<file path="config.mk">
export PLATFORM = sky130hd
export DESIGN_NAME = ibus_uart_tx_flat
export DESIGN_NICKNAME = d
export VERILOG_FILES = /design/src/rtl/ibus_uart_tx_pkg.sv /design/src/rtl/ibus_uart_tx_if.sv /design/src/rtl/ibus_tx_fifo.sv /design/src/rtl/ibus_uart_tx.sv /design/src/flat_wrapper.sv
export SDC_FILE = /design/constraint.sdc
export NUM_CORES = 1
export LEC_CHECK = 0
export ABC_AREA = 1
export CAP_MARGIN = 20
export CORE_UTILIZATION = 40
export DETAILED_ROUTE_END_ITERATION = 10
export PLACE_DENSITY_LB_ADDON = 0.1
export SLEW_MARGIN = 25
export SYNTH_ARGS = -nofsm -noshare
export SYNTH_HDL_FRONTEND = slang
export SYNTH_SLANG_ARGS = --single-unit
</file>
<file path="constraint.sdc">
create_clock -name clk -period 9.25 [get_ports clk]
set_input_delay 1.3875 -clock clk [delete_from_list [all_inputs] [get_ports clk]]
set_output_delay 1.3875 -clock clk [all_outputs]
set_load 0.05 [all_outputs]
</file>
<file path="src/rtl/ibus_uart_tx_pkg.sv">
`default_nettype none
// ============================================================================
//  Module      : ibus_uart_tx_pkg
//  Description : Register offsets, bit positions, TX FSM states and the
//                address-window decode helper for the ibus UART transmitter.
//  Revision    : 1.0 - initial release
// ============================================================================
package ibus_uart_tx_pkg;

  // Register offsets within the 4-word window
  localparam logic [1:0] REG_TXDATA  = 2'd0;
  localparam logic [1:0] REG_STATUS  = 2'd1;
  localparam logic [1:0] REG_BAUDDIV = 2'd2;
  localparam logic [1:0] REG_CTRL    = 2'd3;

  // STATUS bit positions (count field occupies [7:4])
  localparam int ST_FULL  = 0;
  localparam int ST_EMPTY = 1;
  localparam int ST_BUSY  = 2;
  localparam int ST_OVF   = 3;

  // CTRL bit positions
  localparam int CTRL_TXEN  = 0;
  localparam int CTRL_FLUSH = 1;
  localparam int CTRL_IRQEN = 2;

  typedef enum logic [1:0] {
    TX_IDLE  = 2'd0,
    TX_START = 2'd1,
    TX_DATA  = 2'd2,
    TX_STOP  = 2'd3
  } tx_state_e;

  // Returns {hit, offset}; the subtraction wraps so addresses below the base
  // land far outside the window rather than aliasing into it.
  function automatic logic [2:0] win_decode(input logic [17:0] adr, input logic [17:0] base);
    logic [17:0] diff;
    diff = adr - base;
    return {(diff[17:2] == 16'd0), diff[1:0]};
  endfunction

endpackage
`default_nettype wire

</file>
<file path="src/rtl/ibus_uart_tx_if.sv">
`default_nettype none
// ============================================================================
//  Module      : ibus_uart_tx_if
//  Description : 16-bit ibus read/write strobes, addresses and data as seen
//                by a responder; master = dma side, slave = peripheral.
//  Revision    : 1.0 - initial release
// ============================================================================
interface ibus_uart_tx_if;
  logic        ibus_ren;
  logic [17:0] ibus_radr;
  logic [15:0] ibus32_rdata;
  logic        ibus_wen;
  logic [17:0] ibus_wadr;
  logic [15:0] ibus32_wdata;

  modport master (
    output ibus_ren, ibus_radr, ibus_wen, ibus_wadr, ibus32_wdata,
    input  ibus32_rdata
  );

  modport slave (
    input  ibus_ren, ibus_radr, ibus_wen, ibus_wadr, ibus32_wdata,
    output ibus32_rdata
  );
endinterface
`default_nettype wire

</file>
<file path="src/rtl/ibus_tx_fifo.sv">
`default_nettype none
// ============================================================================
//  Module      : ibus_tx_fifo
//  Description : Synchronous FIFO with push/pop/flush. count is one bit wider
//                than the pointers, so its MSB alone signals full.
//  Revision    : 1.0 - initial release
// ============================================================================
module ibus_tx_fifo #(
  parameter int FIFO_AW = 4,
  parameter int WIDTH   = 8
) (
  input  logic               clk,
  input  logic               rst,
  input  logic               push_i,
  input  logic [WIDTH-1:0]   push_data_i,
  input  logic               pop_i,
  input  logic               flush_i,
  output logic [WIDTH-1:0]   pop_data_o,
  output logic               empty_o,
  output logic [FIFO_AW:0]   count_o
);

  logic [WIDTH-1:0]   mem_q [2**FIFO_AW];
  logic [FIFO_AW-1:0] wr_ptr_q;
  logic [FIFO_AW-1:0] rd_ptr_q;
  logic [FIFO_AW:0]   count_q;
  logic               full;
  logic               do_pop;
  logic               do_push;

  assign full    = count_q[FIFO_AW];
  assign empty_o = (count_q == '0);
  assign count_o = count_q;
  // A pop frees a slot in the same cycle, so a push into a full FIFO is
  // accepted when paired with a pop. Flush overrides both.
  assign do_pop  = pop_i & ~empty_o & ~flush_i;
  assign do_push = push_i & (~full | do_pop) & ~flush_i;
  assign pop_data_o = mem_q[rd_ptr_q];

  // Pointer and occupancy tracking; pointers wrap naturally at 2**FIFO_AW
  always_ff @(posedge clk or posedge rst) begin
    if (rst) begin
      wr_ptr_q <= '0;
      rd_ptr_q <= '0;
      count_q  <= '0;
    end else if (flush_i) begin
      wr_ptr_q <= '0;
      rd_ptr_q <= '0;
      count_q  <= '0;
    end else begin
      if (do_push) wr_ptr_q <= wr_ptr_q + 1'b1;
      if (do_pop)  rd_ptr_q <= rd_ptr_q + 1'b1;
      case ({do_push, do_pop})
        2'b10:   count_q <= count_q + 1'b1;
        2'b01:   count_q <= count_q - 1'b1;
        default: ;
      endcase
    end
  end

  // Storage array, written only on accepted pushes
  always_ff @(posedge clk) begin
    if (do_push) mem_q[wr_ptr_q] <= push_data_i;
  end

endmodule
`default_nettype wire

</file>
<file path="src/rtl/ibus_uart_tx.sv">
`default_nettype none
// ============================================================================
//  Module      : ibus_uart_tx
//  Description : ibus responder with TX FIFO, STATUS, BAUDDIV and CTRL
//                registers; drains the FIFO as 8N1 serial on uart_tx.
//  Revision    : 1.0 - initial release
// ============================================================================
module ibus_uart_tx
  import ibus_uart_tx_pkg::*;
#(
  parameter logic [17:0] BASE_ADR    = 18'h0C000,
  parameter int          FIFO_AW     = 4,
  parameter logic [15:0] DEFAULT_DIV = 16'd433
) (
  input  logic           clk,
  input  logic           rst,
  ibus_uart_tx_if.slave  bus,
  output logic           uart_tx,
  output logic           tx_irq
);

  logic [2:0]       rdec, wdec;
  logic             wr_txdata, wr_status, wr_baud, wr_ctrl, flush;
  logic             fifo_pop, fifo_empty, fifo_full;
  logic [7:0]       fifo_data;
  logic [FIFO_AW:0] fifo_count;
  logic [3:0]       cnt4;
  logic             baud_done;
  logic [15:0]      rdata_d;

  logic [15:0] bauddiv_q, rdata_q, div_q, baud_cnt_q;
  logic        tx_en_q, irq_en_q, ovf_q, irq_q, uart_tx_q;
  logic [7:0]  shreg_q;
  logic [2:0]  bit_cnt_q;
  tx_state_e   state_q;

  assign rdec = win_decode(bus.ibus_radr, BASE_ADR);
  assign wdec = win_decode(bus.ibus_wadr, BASE_ADR);

  assign wr_txdata = bus.ibus_wen & wdec[2] & (wdec[1:0] == REG_TXDATA);
  assign wr_status = bus.ibus_wen & wdec[2] & (wdec[1:0] == REG_STATUS);
  assign wr_baud   = bus.ibus_wen & wdec[2] & (wdec[1:0] == REG_BAUDDIV);
  assign wr_ctrl   = bus.ibus_wen & wdec[2] & (wdec[1:0] == REG_CTRL);
  assign flush     = wr_ctrl & bus.ibus32_wdata[CTRL_FLUSH];
  assign fifo_full = fifo_count[FIFO_AW];
  assign baud_done = (baud_cnt_q == div_q);

  // Pop from IDLE, or on the last STOP cycle so frames run back to back
  assign fifo_pop = tx_en_q & ~fifo_empty & ~flush &
                    ((state_q == TX_IDLE) | ((state_q == TX_STOP) & baud_done));

  // STATUS shows only the low four bits of the occupancy count
  if (FIFO_AW >= 3) begin : g_cnt_wide
    assign cnt4 = fifo_count[3:0];
  end else begin : g_cnt_narrow
    assign cnt4 = {{(3 - FIFO_AW){1'b0}}, fifo_count};
  end

  ibus_tx_fifo #(.FIFO_AW(FIFO_AW), .WIDTH(8)) u_fifo (
    .clk         (clk),
    .rst         (rst),
    .push_i      (wr_txdata),
    .push_data_i (bus.ibus32_wdata[7:0]),
    .pop_i       (fifo_pop),
    .flush_i     (flush),
    .pop_data_o  (fifo_data),
    .empty_o     (fifo_empty),
    .count_o     (fifo_count)
  );

  // Read mux over pre-write register state; unmapped offsets read zero
  always_comb begin
    rdata_d = '0;
    if (rdec[2]) begin
      case (rdec[1:0])
        REG_STATUS: begin
          rdata_d[7:4]     = cnt4;
          rdata_d[ST_OVF]  = ovf_q;
          rdata_d[ST_BUSY] = (state_q != TX_IDLE);
          rdata_d[ST_EMPTY]= fifo_empty;
          rdata_d[ST_FULL] = fifo_full;
        end
        REG_BAUDDIV: rdata_d = bauddiv_q;
        REG_CTRL: begin
          rdata_d[CTRL_TXEN]  = tx_en_q;
          rdata_d[CTRL_IRQEN] = irq_en_q;
        end
        default: rdata_d = '0;
      endcase
    end
  end

  // Register file, sticky overflow flag, read data and interrupt flops
  always_ff @(posedge clk or posedge rst) begin
    if (rst) begin
      bauddiv_q <= DEFAULT_DIV;
      tx_en_q   <= 1'b0;
      irq_en_q  <= 1'b0;
      ovf_q     <= 1'b0;
      rdata_q   <= '0;
      irq_q     <= 1'b0;
    end else begin
      if (wr_baud) bauddiv_q <= bus.ibus32_wdata;
      if (wr_ctrl) begin
        tx_en_q  <= bus.ibus32_wdata[CTRL_TXEN];
        irq_en_q <= bus.ibus32_wdata[CTRL_IRQEN];
      end
      if (wr_status && bus.ibus32_wdata[ST_OVF]) ovf_q <= 1'b0;
      else if (wr_txdata && fifo_full && !fifo_pop) ovf_q <= 1'b1;
      if (bus.ibus_ren) rdata_q <= rdata_d;
      irq_q <= fifo_empty & irq_en_q;
    end
  end

  // TX framing FSM: each bit held div_q+1 clocks, uart_tx driven from a flop
  always_ff @(posedge clk or posedge rst) begin
    if (rst) begin
      state_q    <= TX_IDLE;
      div_q      <= '0;
      baud_cnt_q <= '0;
      bit_cnt_q  <= '0;
      shreg_q    <= '0;
      uart_tx_q  <= 1'b1;
    end else if (fifo_pop) begin
      state_q    <= TX_START;
      div_q      <= bauddiv_q;
      baud_cnt_q <= '0;
      shreg_q    <= fifo_data;
      uart_tx_q  <= 1'b0;
    end else begin
      case (state_q)
        TX_IDLE: uart_tx_q <= 1'b1;
        TX_START: begin
          if (baud_done) begin
            state_q    <= TX_DATA;
            baud_cnt_q <= '0;
            bit_cnt_q  <= '0;
            uart_tx_q  <= shreg_q[0];
          end else baud_cnt_q <= baud_cnt_q + 1'b1;
        end
        TX_DATA: begin
          if (baud_done) begin
            baud_cnt_q <= '0;
            if (bit_cnt_q == 3'd7) begin
              state_q   <= TX_STOP;
              uart_tx_q <= 1'b1;
            end else begin
              bit_cnt_q <= bit_cnt_q + 1'b1;
              shreg_q   <= shreg_q >> 1;
              uart_tx_q <= shreg_q[1];
            end
          end else baud_cnt_q <= baud_cnt_q + 1'b1;
        end
        TX_STOP: begin
          if (baud_done) state_q <= TX_IDLE;
          else baud_cnt_q <= baud_cnt_q + 1'b1;
        end
        default: state_q <= TX_IDLE;
      endcase
    end
  end

  assign uart_tx          = uart_tx_q;
  assign tx_irq           = irq_q;
  assign bus.ibus32_rdata = rdata_q;

endmodule
`default_nettype wire
</file>
<file path="src/flat_wrapper.sv">
// flat-port wrapper written by rule: the top's interface ports become plain ports
module ibus_uart_tx_flat import ibus_uart_tx_pkg::*;
#(
  parameter logic [17:0] BASE_ADR    = 18'h0C000,
  parameter int          FIFO_AW     = 4,
  parameter logic [15:0] DEFAULT_DIV = 16'd433
)
  (clk, rst, uart_tx, tx_irq, bus_ibus_ren, bus_ibus_radr, bus_ibus_wen, bus_ibus_wadr, bus_ibus32_wdata, bus_ibus32_rdata);
  ibus_uart_tx_if bus_i ();
  input  logic clk;
  input  logic rst;
  output logic uart_tx;
  output logic tx_irq;
  input wire logic [$bits(bus_i.ibus_ren)-1:0] bus_ibus_ren;
  input wire logic [$bits(bus_i.ibus_radr)-1:0] bus_ibus_radr;
  input wire logic [$bits(bus_i.ibus_wen)-1:0] bus_ibus_wen;
  input wire logic [$bits(bus_i.ibus_wadr)-1:0] bus_ibus_wadr;
  input wire logic [$bits(bus_i.ibus32_wdata)-1:0] bus_ibus32_wdata;
  output wire logic [$bits(bus_i.ibus32_rdata)-1:0] bus_ibus32_rdata;
  assign bus_i.ibus_ren = bus_ibus_ren;
  assign bus_i.ibus_radr = bus_ibus_radr;
  assign bus_i.ibus_wen = bus_ibus_wen;
  assign bus_i.ibus_wadr = bus_ibus_wadr;
  assign bus_i.ibus32_wdata = bus_ibus32_wdata;
  assign bus_ibus32_rdata = bus_i.ibus32_rdata;
  ibus_uart_tx #(.BASE_ADR(BASE_ADR), .FIFO_AW(FIFO_AW), .DEFAULT_DIV(DEFAULT_DIV)) u_core (.clk(clk), .rst(rst), .bus(bus_i), .uart_tx(uart_tx), .tx_irq(tx_irq));
endmodule
</file>
* After elaboration in Yosys (flattened, before gate mapping) *
Memories as Yosys holds them, arrays and structs flattened.
Index checks and enable logic that the tools add are counted.

cells by class
  add/sub/neg operators = 8
  bitwise logic cells = 21
  reduce and logical (&&, ||, !) cells = 26
  mux-type cells = 39
  eq/ne operators = 22

operators by type and width
  operator                                               count
  two-way mux 16 bit                                     4
  two-way mux 8 bit                                      5
  subtractor 18 x 16 -> 18 bit, second input constant    2
  zero test 16 bit                                       2
  one-hot mux 16 bit (2 select lines)                    1
  one-hot mux 5 bit (2 select lines)                     2
  adder 16 x 1 -> 16 bit, second input constant          1
  == test 16 bit                                         1
  two-way mux 4 bit                                      4
  bitwise AND 1 bit                                      15
  == test 2 bit, second input constant                   7
  nonzero test 2 bit                                     7
  inequality test 3 x 1 -> 1 bit, second input constant  4
  two-way mux 2 bit                                      5
  AND reduction 5 bit                                    2
  two-way mux 3 bit                                      3
  one-hot mux 1 bit (3 select lines)                     3
  adder 4 x 1 -> 4 bit, second input constant            2
  == test 2 x 1 -> 1 bit, second input constant          4
  two-way mux 1 bit                                      8
  nonzero test 4 bit                                     2
  inequality test 2 x 1 -> 1 bit, second input constant  3
  one-hot mux 2 bit (3 select lines)                     1
  one-hot mux 3 bit (2 select lines)                     1
  18 further kinds                                       27

storage, ports and cells
  input port bits = 56
  RAM bits = 128
  output and inout bits = 18
  memories kept = 1
  register bits = 95
  logic and storage cells = 132

memory list
  memory               words  width  rd ports  clocked after Yosys merged registers in  write ports  RTL line            RTL
  u_core.u_fifo.mem_q  16     8      1         0                                        1            ibus_tx_fifo.sv:23  logic [WIDTH-1:0] mem_q [2**FIFO_AW];

* Logic depth before layout (Yosys ltp) *
Gate-level depths: netlist (run 1).

  word-level depth = 16
  mapped depth = 22
  mapped depth without buffers = 20

* Hierarchy *
Synthesis (run 1) repeated with hierarchy kept, for this count alone.

second synthesis, totals
  cell total of the unflattened synthesis = 1170
  area total of the unflattened synthesis = 10816.6 um^2

by module, submodules not included
  module        cells each  area an instance (um^2)  instances  sequential area each (um^2)
  ibus_tx_fifo  540         6213.5                   1          4169.0
  ibus_uart_tx  630         4603.2                   1          2059.5

* Worst setup path before layout (run 1) *
Ideal clock, no wire load.

  path type = input -> register
  start point = input bus_ibus_wadr[5]
  end point = register u_core.u_fifo.count_q[4], in the netlist u_core.u_fifo.count_o[4]
  buffers on the path = 2
  cell stages on the path = 20
  data required time = 9125 ps
  setup time = 125 ps
  data arrival time = 3699 ps
  path slack = 5426 ps
  path through = nor2_1 -> nand2_1 -> nor2_1 -> nand4_2 -> nor2_4 -> nor2_1 -> nand2_4 -> nand2_4 -> nand2_4 -> buf_6 -> ha_1 -> clkbuf_1 -> xor2_1 -> ha_1 -> inv_1 -> nand2_1 -> nand2_1 -> o21ai_1 -> xor2_1 -> a21oi_1

between the ends
  cells in the longest elaborated chain, start to end = 16
  elaborated cells between the ends (all ways) = 19
  those cells by class = 1 x add/sub; 2 x eq/ne; 2 x mux; 12 x bitwise; 2 x reduce/logical

ends and longest elaborated chain
  what                                                            RTL line                                                    RTL
  start: declaration                                              flat_wrapper.sv:17                                          input wire logic [$bits(bus_i.ibus_wadr)-1:0] bus_ibus_wadr;
  subtractor 18 x 16 -> 18 bit *                                  ibus_uart_tx_pkg.sv:38                                      diff = adr - base;
  zero test 16 bit *                                              ibus_uart_tx_pkg.sv:39                                      return {(diff[17:2] == 16'd0), diff[1:0]};
  bitwise AND 1 bit *                                             ibus_uart_tx.sv:40, ibus_uart_tx.sv:43
  bitwise AND 1 bit                                               ibus_uart_tx.sv:43                                          assign wr_ctrl = bus.ibus_wen & wdec[2] & (wdec[1:0] == REG_CTRL);
  bitwise AND 1 bit                                               ibus_uart_tx.sv:44                                          assign flush = wr_ctrl & bus.ibus32_wdata[CTRL_FLUSH];
  NOT 1 bit                                                       ibus_tx_fifo.sv:36, ibus_tx_fifo.sv:37, ibus_uart_tx.sv:49
  bitwise AND 1 bit (2 in series)                                 ibus_uart_tx.sv:49                                          assign fifo_pop = tx_en_q & ~fifo_empty & ~flush &
  bitwise AND 1 bit (2 in series)                                 ibus_tx_fifo.sv:36                                          assign do_pop = pop_i & ~empty_o & ~flush_i;
  bitwise OR 1 bit                                                ibus_tx_fifo.sv:37                                          assign do_push = push_i & (~full | do_pop) & ~flush_i;
  bitwise AND 1 bit (2 in series)                                 ibus_tx_fifo.sv:37
  == test 2 x 1 -> 1 bit / == test 2 bit (equally long branches)  ibus_tx_fifo.sv:53                                          case ({do_push, do_pop})
  one-hot mux 5 bit (2 select lines)                              ibus_tx_fifo.sv:53
  two-way mux 5 bit                                               ibus_tx_fifo.sv:46                                          end else if (flush_i) begin
  end signal: assignment                                          ibus_tx_fifo.sv:54                                          2'b10: count_q <= count_q + 1'b1;
  end signal: assignment                                          ibus_tx_fifo.sv:55                                          2'b01: count_q <= count_q - 1'b1;
  end: declaration                                                ibus_tx_fifo.sv:26                                          logic [FIFO_AW:0] count_q;

Mark *: on every way between the ends. The rest lies on a longest branch, timed or not.
A chain may end at the register's enable or synchronous reset.

* Worst setup path after layout (run 1) *
  start point = input bus_ibus32_wdata[1]
  end point = register u_core.u_fifo.count_q[4], in the netlist u_core.u_fifo.count_o[4]

between the ends
  cells in the longest elaborated chain, start to end = 12
  elaborated cells between the ends (all ways) = 14
  those cells by class = 2 x eq/ne; 2 x mux; 9 x bitwise; 1 x reduce/logical

ends and longest elaborated chain
  what                                                            RTL line                                                    RTL
  start: declaration                                              flat_wrapper.sv:18                                          input wire logic [$bits(bus_i.ibus32_wdata)-1:0] bus_ibus32_wdata;
  bitwise AND 1 bit *                                             ibus_uart_tx.sv:44
  NOT 1 bit                                                       ibus_tx_fifo.sv:36, ibus_tx_fifo.sv:37, ibus_uart_tx.sv:49
  bitwise AND 1 bit (2 in series)                                 ibus_uart_tx.sv:49
  bitwise AND 1 bit (2 in series)                                 ibus_tx_fifo.sv:36
  bitwise OR 1 bit                                                ibus_tx_fifo.sv:37
  bitwise AND 1 bit (2 in series)                                 ibus_tx_fifo.sv:37
  == test 2 x 1 -> 1 bit / == test 2 bit (equally long branches)  ibus_tx_fifo.sv:53
  one-hot mux 5 bit (2 select lines)                              ibus_tx_fifo.sv:53
  two-way mux 5 bit                                               ibus_tx_fifo.sv:46

Marks and branches as above.

==> results of run 1 <==
## cell usage in the layout, fill, tap and decap left out, drive strengths merged
cell,netlist,layout
a211oi,1,1
a21oi,25,25
a22o,1,1
a22oi,2,2
and2,2,2
buf,19,8
bufinv,0,5
clkbuf,25,29
clkdlybuf4s50,0,73
clkinv,4,16
clkinvlp,0,1
dfrtp,89,89
dfstp,6,6
edfxtp,128,128
ha,21,21
inv,97,97
mux2,12,12
nand2,194,194
nand3,84,84
nand3b,2,2
nand4,8,8
nor2,103,103
nor3,25,25
nor4,3,3
o211ai,12,12
o21a,1,1
o21ai,118,118
o221ai,18,18
o22ai,13,13
o31ai,8,8
or2,1,1
xnor2,3,3
xor2,19,19
## sequential cells by signal, indices dropped and copies added (netlist names), 5 cells and up
signal	flops
u_core.u_fifo.count_o	5
u_core.u_fifo.mem_q	128
u_core.bauddiv_q	16
u_core.div_q	16
u_core.baud_cnt_q	16
u_core.bus.ibus32_rdata	16
u_core.shreg_q	8
## per-stage QoR
stage	hold slack (ns)	total power, uW	cell area (um^2)
detailed placement	0.4645	1128	11410
floorplan	0.4530	1087	10410
global placement	0.4533	1128	11400
CTS	0.4741	2196	12310
global route	0.5059	2238	12320
finish	0.4747	2172	12320
## worst max path at each step
stage	start	endpoint	slack (ns)	depth (start not counted)
final	bus_ibus32_wdata[1]	u_core.u_fifo.count_o[4]$_DFFE_PP0P_	4.59	16
after detailed placement	bus_ibus32_wdata[1]	u_core.u_fifo.count_o[4]$_DFFE_PP0P_	4.08	16
after floorplan	rst	u_core.baud_cnt_q[0]$_DFFE_PP0P_	5.40	1
after CTS	bus_ibus32_wdata[1]	u_core.u_fifo.count_o[4]$_DFFE_PP0P_	4.64	16
after global placement	bus_ibus32_wdata[1]	u_core.u_fifo.count_o[4]$_DFFE_PP0P_	4.14	16
after global routing	bus_ibus32_wdata[1]	u_core.u_fifo.count_o[4]$_DFFE_PP0P_	4.29	16
## power by group
group / switching (uW) / leakage (uW) / internal, uW
combinational: 30.1 / 0.00199 / 23.6
clock: 409 / 0.000433 / 654
sequential: 0.0140 / 0.00239 / 1050
## kinds of logic after synthesis
kind of cell | after synthesis | synth area share
AOI/OAI and AO/OA | 199 | 0.1099
xor gates and xnor gates | 22 | 0.01852
adders and majority gates | 21 | 0.02525
buffers and inverters | 145 | 0.05724
DFF | 223 | 0.5986
muxes | 12 | 0.01299
and+or+nand+nor | 422 | 0.1775
## worst min-delay path, delay by kind of cell, from the launching register on
kind	cells	cell delay, ns
buffers and inverters	1	0.05
DFF	1	0.36
AOI/OAI and AO/OA	1	0.06
## per-layer routing
layer  wire, um  GRT usage  up-vias
met1      13090     0.3146     3641
li1           -          -     3733
met4        503    0.04673        0
met2      10860     0.2793      177
met3       1100    0.02362       37
met5          0          0        -
## cell type report
cell class / count / area (um^2) / share of cell area
Clock buffer: 29 / 661.9 / 0.05372
Multi-Input combinational cell: 676 / 3606 / 0.2927
Inverter: 101 / 381.6 / 0.03097
Timing Repair Buffer: 81 / 794.5 / 0.06449
Sequential cell: 223 / 6230 / 0.5056
Clock inverter: 18 / 234.0 / 0.01899
Tap cell: 330 / 412.9 / 0.03351
==> reports/metrics.csv, run 1 <==
stage,metric,value,unit
critical_path,Max stage delay on crit path,0.93,ns
timing,fin crit share,0.5035,
clock_network,post-CTS setup buffer count,0,
min_path,worst hold path type,flop to flop,
status,status,completed,
critical_path,"Slowest-stage cell, CP",clkdlybuf4s50_1,
critical_path,Worst Reg-to-Reg Cells,19,
floorplan,die width,163.3,um
grt,grt total ovfl,0,
power_and_ir_drop,power per cell area,176.3,mW/mm^2
synthesis,"count leader, synth",nand2_1,
synthesis,post-synthesis cell count,1044,
synthesis,Synth area leaders,"edfxtp_1 37%, dfrtp_1 21%, nand2_1 6.9%",
min_path,beginning of the worst hold path,u_core.uart_tx$_DFFE_PP1P_,
clock_network,Resize count post-CTS,0,
job,max-cap viol count,0,
synthesis,Post-synth EDFFs,128,
placement,post-detail-place hpwl,16770,um
routing,ANT nets after route,0,
clock_network,H-tree lvl count,1,
synthesis,biggest area consumer among synthesized cells,edfxtp_1,
finish,area grow syn2layout,18.41,%
routing,vias per cell,5.204,
synthesis,"Seq/Total Area, Yosys",0.5986,
min_path,Hold Crit Endpoint,u_core.uart_tx$_DFFE_PP1P_,
synthesis,syn avg cell area,9.966,um^2
routing,Pre-antenna DRT Iters,5,
finish,ant diodes,0,
grt,largest net degree at the start of global routing,74,
routing,vias post-DR,7588,
grt,GRT Util Overall,0.1968,
placement,DP Worst Slack,4.075,ns
timing,final count of negative-setup-slack endpoints,0,
clock_network,Clock Tree Buf Depth,3,
routing,drt wl/cell,17.53,um
finish,# nets final,1186,
grt,initial antenna violation count,0,
power_and_ir_drop,Pleak,0.004811,uW
floorplan,row cnt,58,
critical_path,crit path DAT,5.08,ns
timing,Slew HR,0.3632,
critical_path,crit path cell chain,clkdlybuf4s50_1 -> inv_1 -> nor2_4 -> nor2_1 -> nand2_4 -> nand2_4 -> nand2_4 -> ha_1 -> xor2_1 -> ha_1 -> inv_1 -> nand2_1 -> nand2_1 -> o21ai_1 -> xor2_1 -> a21oi_1,
synthesis,top post-synthesis cells by count,"190 x nand2_1, 128 x edfxtp_1, 100 x nor2_1",
synthesis,synthesized area,0.01040,mm^2
finish,FILL cells,2334,
routing,DRC viols,0,
synthesis,Yosys cell types,42,
power_and_ir_drop,Worst VDD drop,0.0001081,V
placement,routability cong.,0.7919,
synthesis,Synthesized Nets,1121,
synthesis,"flops & latches, synth",223,
routing,drt total wl,25560,um
floorplan,height of the die,163.3,um
timing,final-report hold violation count,0,
critical_path,startpoint types,input port,
critical_path,CP required,9.67,ns
clock_network,TritonCTS clock tree,yes,
grt,first-pass GRT wire length,40340,um
floorplan,die area,0.02666,mm^2
synthesis,top cell type's share of synthesized area,0.3694,
timing,max-slew violation count,0,
critical_path,worst r2r src,u_core.baud_cnt_q[11]$_DFFE_PP0P_,
finish,Finished Core Util,0.4865,
grt,number of global-route vias before repair,6974,
timing,slew at the pin closest to its max-slew limit,0.9522,ns
critical_path,kind of critical path,input port to flop,
critical_path,r2r endpoint,u_core.u_fifo.count_o[4]$_DFFE_PP0P_,
synthesis,Ys Warns,0,
routing,DRT iter0 DRCs,581,
floorplan,Initial Util,0.4108,
finish,share of post-route cells with drive strength above 1,0.09131,
synthesis,"Top FF cell, synth",edfxtp_1,
critical_path,crit path capture type,flop,
critical_path,CP max FO,68,
clock_network,TritonCTS Buffers,26,
timing,RSZ-0062 raised after global routing,false,
clock_network,Root Buffer,clkbuf_16,
critical_path,"Largest delay share family, worst path",simple AND/OR/NAND/NOR gates,
critical_path,CP bufs+invs,3,
timing,minimum clock period,4.657,ns
floorplan,Ports,74,
timing,highest clock rate,214.7,MHz
placement,DP Cell Count,1411,
min_path,hold depth,2,
floorplan,core area,0.02533,mm^2
timing,TNS Setup,0,ns
clock_network,clk_lat worst skew,0.55,ns
finish,"non-filler cells, final",1458,
critical_path,cell mode on critical path,nand2_4,
clock_network,# clock sinks,223,
clock_network,clk slew on worst S/H paths,0.06,ns
placement,I/O Buffers,73,
synthesis,"Async S/R FF share, synth",0.4260,
timing,clock skew,0.02858,ns
clock_network,hold buffers post-CTS,0,
critical_path,FF-to-FF setup slack,5.66,ns
timing,Final Worst Setup Slack,4.593,ns
Power figures use the tool's default switching activity.
==> run 2: changes to the inputs <==
clock period = 4.8 ns   (was 9.25 ns; I/O delays follow)
==> run 2 against run 1 <==
Effect of this change:
- register-to-register slack lost 3.9 ns
- utilization down 0.25 points
- sequential power up 93%
==> reports/metrics.csv, run 2 (synthesized netlist as in run 1, its figures left out) <==
stage,metric,value,unit,change
floorplan,height of the die,163.3,um,unchanged
floorplan,die area,0.02666,mm^2,unchanged
critical_path,startpoint types,input port,,
routing,ANT nets after route,0,,unchanged
timing,clock skew,0.01777,ns,-0.01081 ns
routing,Pre-antenna DRT Iters,5,,unchanged
clock_network,hold buffers post-CTS,0,,unchanged
critical_path,crit path capture type,flop,,
finish,largest register by flop count,u_core.u_fifo.mem_q,,
timing,minimum clock period,3.223,ns,
placement,post-detail-place hpwl,17150,um,+2.2%
power_and_ir_drop,power per cell area,326.4,mW/mm^2,+85%
placement,I/O Buffers,73,,unchanged
routing,drt wl/cell,17.73,um,+1.1%
clock_network,H-tree lvl count,1,,unchanged
routing,DRC viols,0,,unchanged
timing,RSZ-0062 raised after global routing,false,,
timing,fin crit share,0.6715,,
clock_network,TritonCTS clock tree,yes,,
critical_path,kind of critical path,input port to flop,,
finish,share of post-route cells with drive strength above 1,0.09075,,-0.0005632
floorplan,row cnt,58,,unchanged
timing,max-slew violation count,0,,unchanged
min_path,worst hold path type,flop to flop,,
finish,FILL cells,2333,,-0.043%
floorplan,Initial Util,0.4108,,unchanged
timing,TNS Setup,0,ns,unchanged
clock_network,clk_lat worst skew,0.53,ns,-0.02 ns
finish,Finished Core Util,0.4839,,-0.002520
job,max-cap viol count,0,,unchanged
critical_path,CP max FO,15,,-78%
floorplan,die width,163.3,um,unchanged
grt,grt total ovfl,0,,unchanged
clock_network,Root Buffer,clkbuf_16,,
clock_network,post-CTS setup buffer count,0,,unchanged
grt,first-pass GRT wire length,41230,um,+2.2%
grt,largest net degree at the start of global routing,72,,-2.7%
timing,highest clock rate,310.3,MHz,
floorplan,core area,0.02533,mm^2,unchanged
placement,routability cong.,0.8464,,+6.9%
routing,drt total wl,25970,um,+1.6%
finish,# nets final,1193,,+0.59%
finish,"commonest non-fill, non-tap cell in the layout",nand2_1,,
timing,Slew HR,0.3697,,+0.006502
grt,number of global-route vias before repair,7176,,+2.9%
finish,ant diodes,0,,unchanged
finish,"commonest non-fill, non-tap cells in the layout","190 x nand2_1, 128 x edfxtp_1, 100 x nor2_1",,
clock_network,TritonCTS Buffers,25,,-3.8%
clock_network,Clock Tree Buf Depth,3,,unchanged
timing,slew at the pin closest to its max-slew limit,0.9419,ns,-0.01025 ns
critical_path,CP required,5.21,ns,-4.46 ns
finish,number of flip-flops under the largest register name,128,,unchanged
grt,initial antenna violation count,0,,unchanged
timing,final-report hold violation count,0,,unchanged
finish,area grow syn2layout,17.80,%,
routing,vias per cell,5.143,,-1.2%
critical_path,crit path DAT,3.63,ns,-1.45 ns
grt,GRT Util Overall,0.2013,,+0.004567
routing,DRT iter0 DRCs,665,,+14%
power_and_ir_drop,Pleak,0.004809,uW,about the same
clock_network,clk slew on worst S/H paths,0.06,ns,about the same
status,status,completed,,
clock_network,Resize count post-CTS,0,,unchanged
routing,vias post-DR,7535,,-0.70%
clock_network,# clock sinks,223,,unchanged
floorplan,Ports,74,,unchanged
power_and_ir_drop,Design Power,4001,uW,+84%
timing,final count of negative-setup-slack endpoints,0,,unchanged
power_and_ir_drop,Worst VDD drop,0.0002779,V,+160%
## run 2: cell types whose count changed in the layout (fill, tap and decap cells not counted), sizes merged
cell,delta
buf,+8
clkbuf,+5
bufinv,-3
clkinv,-3
clkinvlp,-1
inv,+1
## run 2: final timing paths
kind | start | cells after the start | slack (ns) | to
max | bus_ibus_wadr[15] | 20 | 1.58 | u_core.u_fifo.count_o[4]$_DFFE_PP0P_
min in group asynchronous | rst | 2 | 0.74 | u_core.bus.ibus32_rdata[5]$_DFFE_PP0P_
max reg2reg | u_core.baud_cnt_q[12]$_DFFE_PP0P_ | 19 | 1.73 | u_core.u_fifo.count_o[4]$_DFFE_PP0P_
min | u_core.uart_tx$_DFFE_PP1P_ | 2 | 0.46 | u_core.uart_tx$_DFFE_PP1P_
max in group asynchronous | rst | 3 | 3.10 | u_core.bauddiv_q[5]$_DFFE_PP1P_
min reg2reg | u_core.uart_tx$_DFFE_PP1P_ | 2 | 0.46 | u_core.uart_tx$_DFFE_PP1P_
## run 2: cell type report
type	instances	area, um^2	area share
repair buffers	89	850.8	0.06942
clock inverters	12	111.4	0.009085
inverters	101	381.6	0.03114
multi-input cells	676	3581	0.2922
flip-flops and latches	223	6230	0.5083
well taps	330	412.9	0.03369
clock buffers	34	689.4	0.05625
## run 2: report_power, final
group / internal (uW) / leakage (uW) / total (uW) / switching, uW
combinational: 45.4 / 0.00203 / 102 / 56.6
clock: 1110 / 0.000393 / 1870 / 757
sequential: 2030 / 0.00239 / 2030 / 0.0301
total: 3190 / 0.00481 / 4000 / 814
## run 2: worst max-delay path, cell delays in order
cell and delay (ns):
clkdlybuf4s50_1 0.45, nand2_1 0.05, inv_1 0.07, nand2_1 0.05
nor2_1 0.15, nand4_2 0.20, nor2_4 0.20, nor2_1 0.09
nand2_4 0.09, nand2_4 0.08, nand2_4 0.19, ha_1 0.32
xor2_1 0.24, ha_1 0.18, inv_1 0.05, nand2_1 0.05
nand2_1 0.06, o21ai_1 0.15, xor2_1 0.15, a21oi_1 0.07
## run 2: metrics by stage
step                worst slack, ns  instances  hold slack [ns]  area, um^2
floorplan                     1.613       1044           0.4530       10410
global placement              1.144       1419           0.4535       11460
detailed placement            1.064       1419           0.4527       11460
CTS                           1.595       1465           0.4624       12260
global route                  1.270       1465           0.4989       12260
finish                        1.577       1465           0.4605       12260
## run 2: per-layer routing
layer	vias to the layer above	wire (um)	GRT usage
met1	3588	12860	0.3120
li1	3745	-	-
met3	38	1222	0.03047
met4	0	500	0.04630
met5	-	0	0
met2	164	11390	0.2931
==> patch: new RTL, flow settings as in run 2 <==
The 4 states of `tx_state_e` get a Gray code encoding in 2 bits.
--- a/src/rtl/ibus_uart_tx_pkg.sv
+++ b/src/rtl/ibus_uart_tx_pkg.sv
@@ -25,10 +25,10 @@
   localparam int CTRL_IRQEN = 2;
 
   typedef enum logic [1:0] {
-    TX_IDLE  = 2'd0,
-    TX_START = 2'd1,
-    TX_DATA  = 2'd2,
-    TX_STOP  = 2'd3
+    TX_IDLE  = 2'b00,
+    TX_START = 2'b01,
+    TX_DATA  = 2'b11,
+    TX_STOP  = 2'b10
   } tx_state_e;
 
   // Returns {hit, offset}; the subtraction wraps so addresses below the base
Behaviour: same outputs for any inputs over 4 cycles, from zero or initial values and one cycle with rst high; so few cycles prove little.
==> patch against run 2 <==
Count of clock-buffer cells in the layout grew 7; sequential share of layout area grew 0.95 points; clock skew shrank 3.5 ps; non-clock buffer count shrank 1; via count shrank 3.8%; final area shrank 1.8%; routed wire length shrank 2.7%; area after synthesis shrank 2.7%; worst setup slack lost 250 ps; sequential cell count is the same.
Power is not compared: it rests on default switching activity, and its combinational part moved more than twofold at a synthesized area within 25%.
==> patch: results (changes against run 2) <==
The placement-stage cell area is 11,200 sq um (-2.0%), and the flip-flop count of the largest register, all copies and words added is 128 (unchanged). The xor/xnor cell area share of the yosys netlist came out at 1.90% (+0.051 points). Sorting the synthesized cells by area gives the leading types as edfxtp_1 38%, dfrtp_1 22%, nand2_1 7.0%. The setup slack on the worst flop-to-flop path is 1660 ps (-70 ps).

For the number of levels in the clock H-tree, the log shows 1 (unchanged). The multiplexer area fraction after synthesis works out to 1.33% (+0.035 points). The relative max-transition margin came out at 40.0% (+3.0 points). The first-pass iteration count of the detailed router was 5 (unchanged). The run finished with clean final reports. Area fraction in compound gates after synthesis: 10.7% (-0.29 points).

The number of global-route vias before repair was 6,889 (-4.0%). The run gives 823 ps (-241 ps) as the pre-CTS setup slack. The launch instance of the worst register-to-register path was u_core.baud_cnt_q[12]. The fraction of final layout cells sized beyond drive strength 1 was 9.26% (+0.18 points).

The clock buffer count from CTS is 25 (unchanged). For the wire length of the first global-routing pass, the log shows 39,800 um (-3.5%). The shortest period the worst path allows was 3470 ps (+245 ps); the routed wire length per instance was 17.9 um (+0.74%). The clock root buffer is clkbuf_16. The tools report the number of violations reported at the end of detailed-routing iteration 0 as 575 (-14%). In this run the most critical hold path is launched from u_core.shreg_q[7]. The run gives 71 (-1.4%) as the largest net degree at the start of global routing. In this run switching power makes up 24.2% of total power. The initial antenna violation count was 1 (+1); the largest incremental delay on the critical path was 480 ps (+30 ps). The final net count was 1,143 (-4.2%); the mean number of vias per cell was 5.12 (-0.40%).

The logs give 1,369 (-3.5%) for the number of instances in the placed design and 61.5% (+1.6 points) for the proportion of synthesized chip area in sequential cells. The largest driver fanout on the critical path is 44 (+29). The critical path starts at bus_ibus_wadr[14]. After synthesis, the most frequently instantiated cells are 190 x nand2_1, 128 x edfxtp_1, 101 x o21ai_0, 100 x nor2_1, 89 x dfrtp_1.

For the data arrival time of the worst path, the log shows 3870 ps (+240 ps). The tools report the number of cells upsized or downsized after cts as 0 (unchanged). HPWL after detailed placement: 16,600 um (-3.0%).

The routability congestion estimate is 0.819 (-3.2%). The depth of the most critical reg-to-reg path is 19 (unchanged), and the net count after synthesis is 1,065 (-5.0%). The number of I/O port buffers is 73 (unchanged), and the number of vias after detailed routing is 7,249 (-3.8%). For the global-route total usage across every layer, the log shows 19.9% (-0.22 points). The clock tree skew after final layout was 14.3 ps (-3.46 ps); the worst hold slack was 488 ps (+27.0 ps). For hold timing, the worst endpoint is u_core.shreg_q[6]. The share of synthesized cell area in full adder, half adder and majority cells came out at 1.85% (-0.67 points). Synthesized area per cell: 10.2 sq um (+2.2%).
## patch: final cells by class
class / instances / area (sq um)
multi-input cells: 634 / 3370
repair buffers: 88 / 843
clock buffers: 41 / 746
clock inverters: 5 / 65.1
inverters: 100 / 378
flip-flops and latches: 223 / 6230
fillers: 2336 / 12600
well taps: 324 / 405
## patch: routing by layer
layer	wire length (um)	up-vias	global-route usage, %	share of wire (%)
met1	12800	3510	30.6	51
met3	1030	22	2.82	4.1
li1	-	3594	-	-
met5	0	-	0	0
met4	252	0	3.73	1.0
met2	11200	123	30.1	44
## patch: critical path: cells and delay by family
kind / cells / cell delay [ps]
buffers and inverters: 3 / 600
AND/OR/NAND/NOR: 11 / 1410
XOR/XNOR: 2 / 390
adder cells (fa/ha/maj): 2 / 500
AO/OA/AOI/OAI: 2 / 240
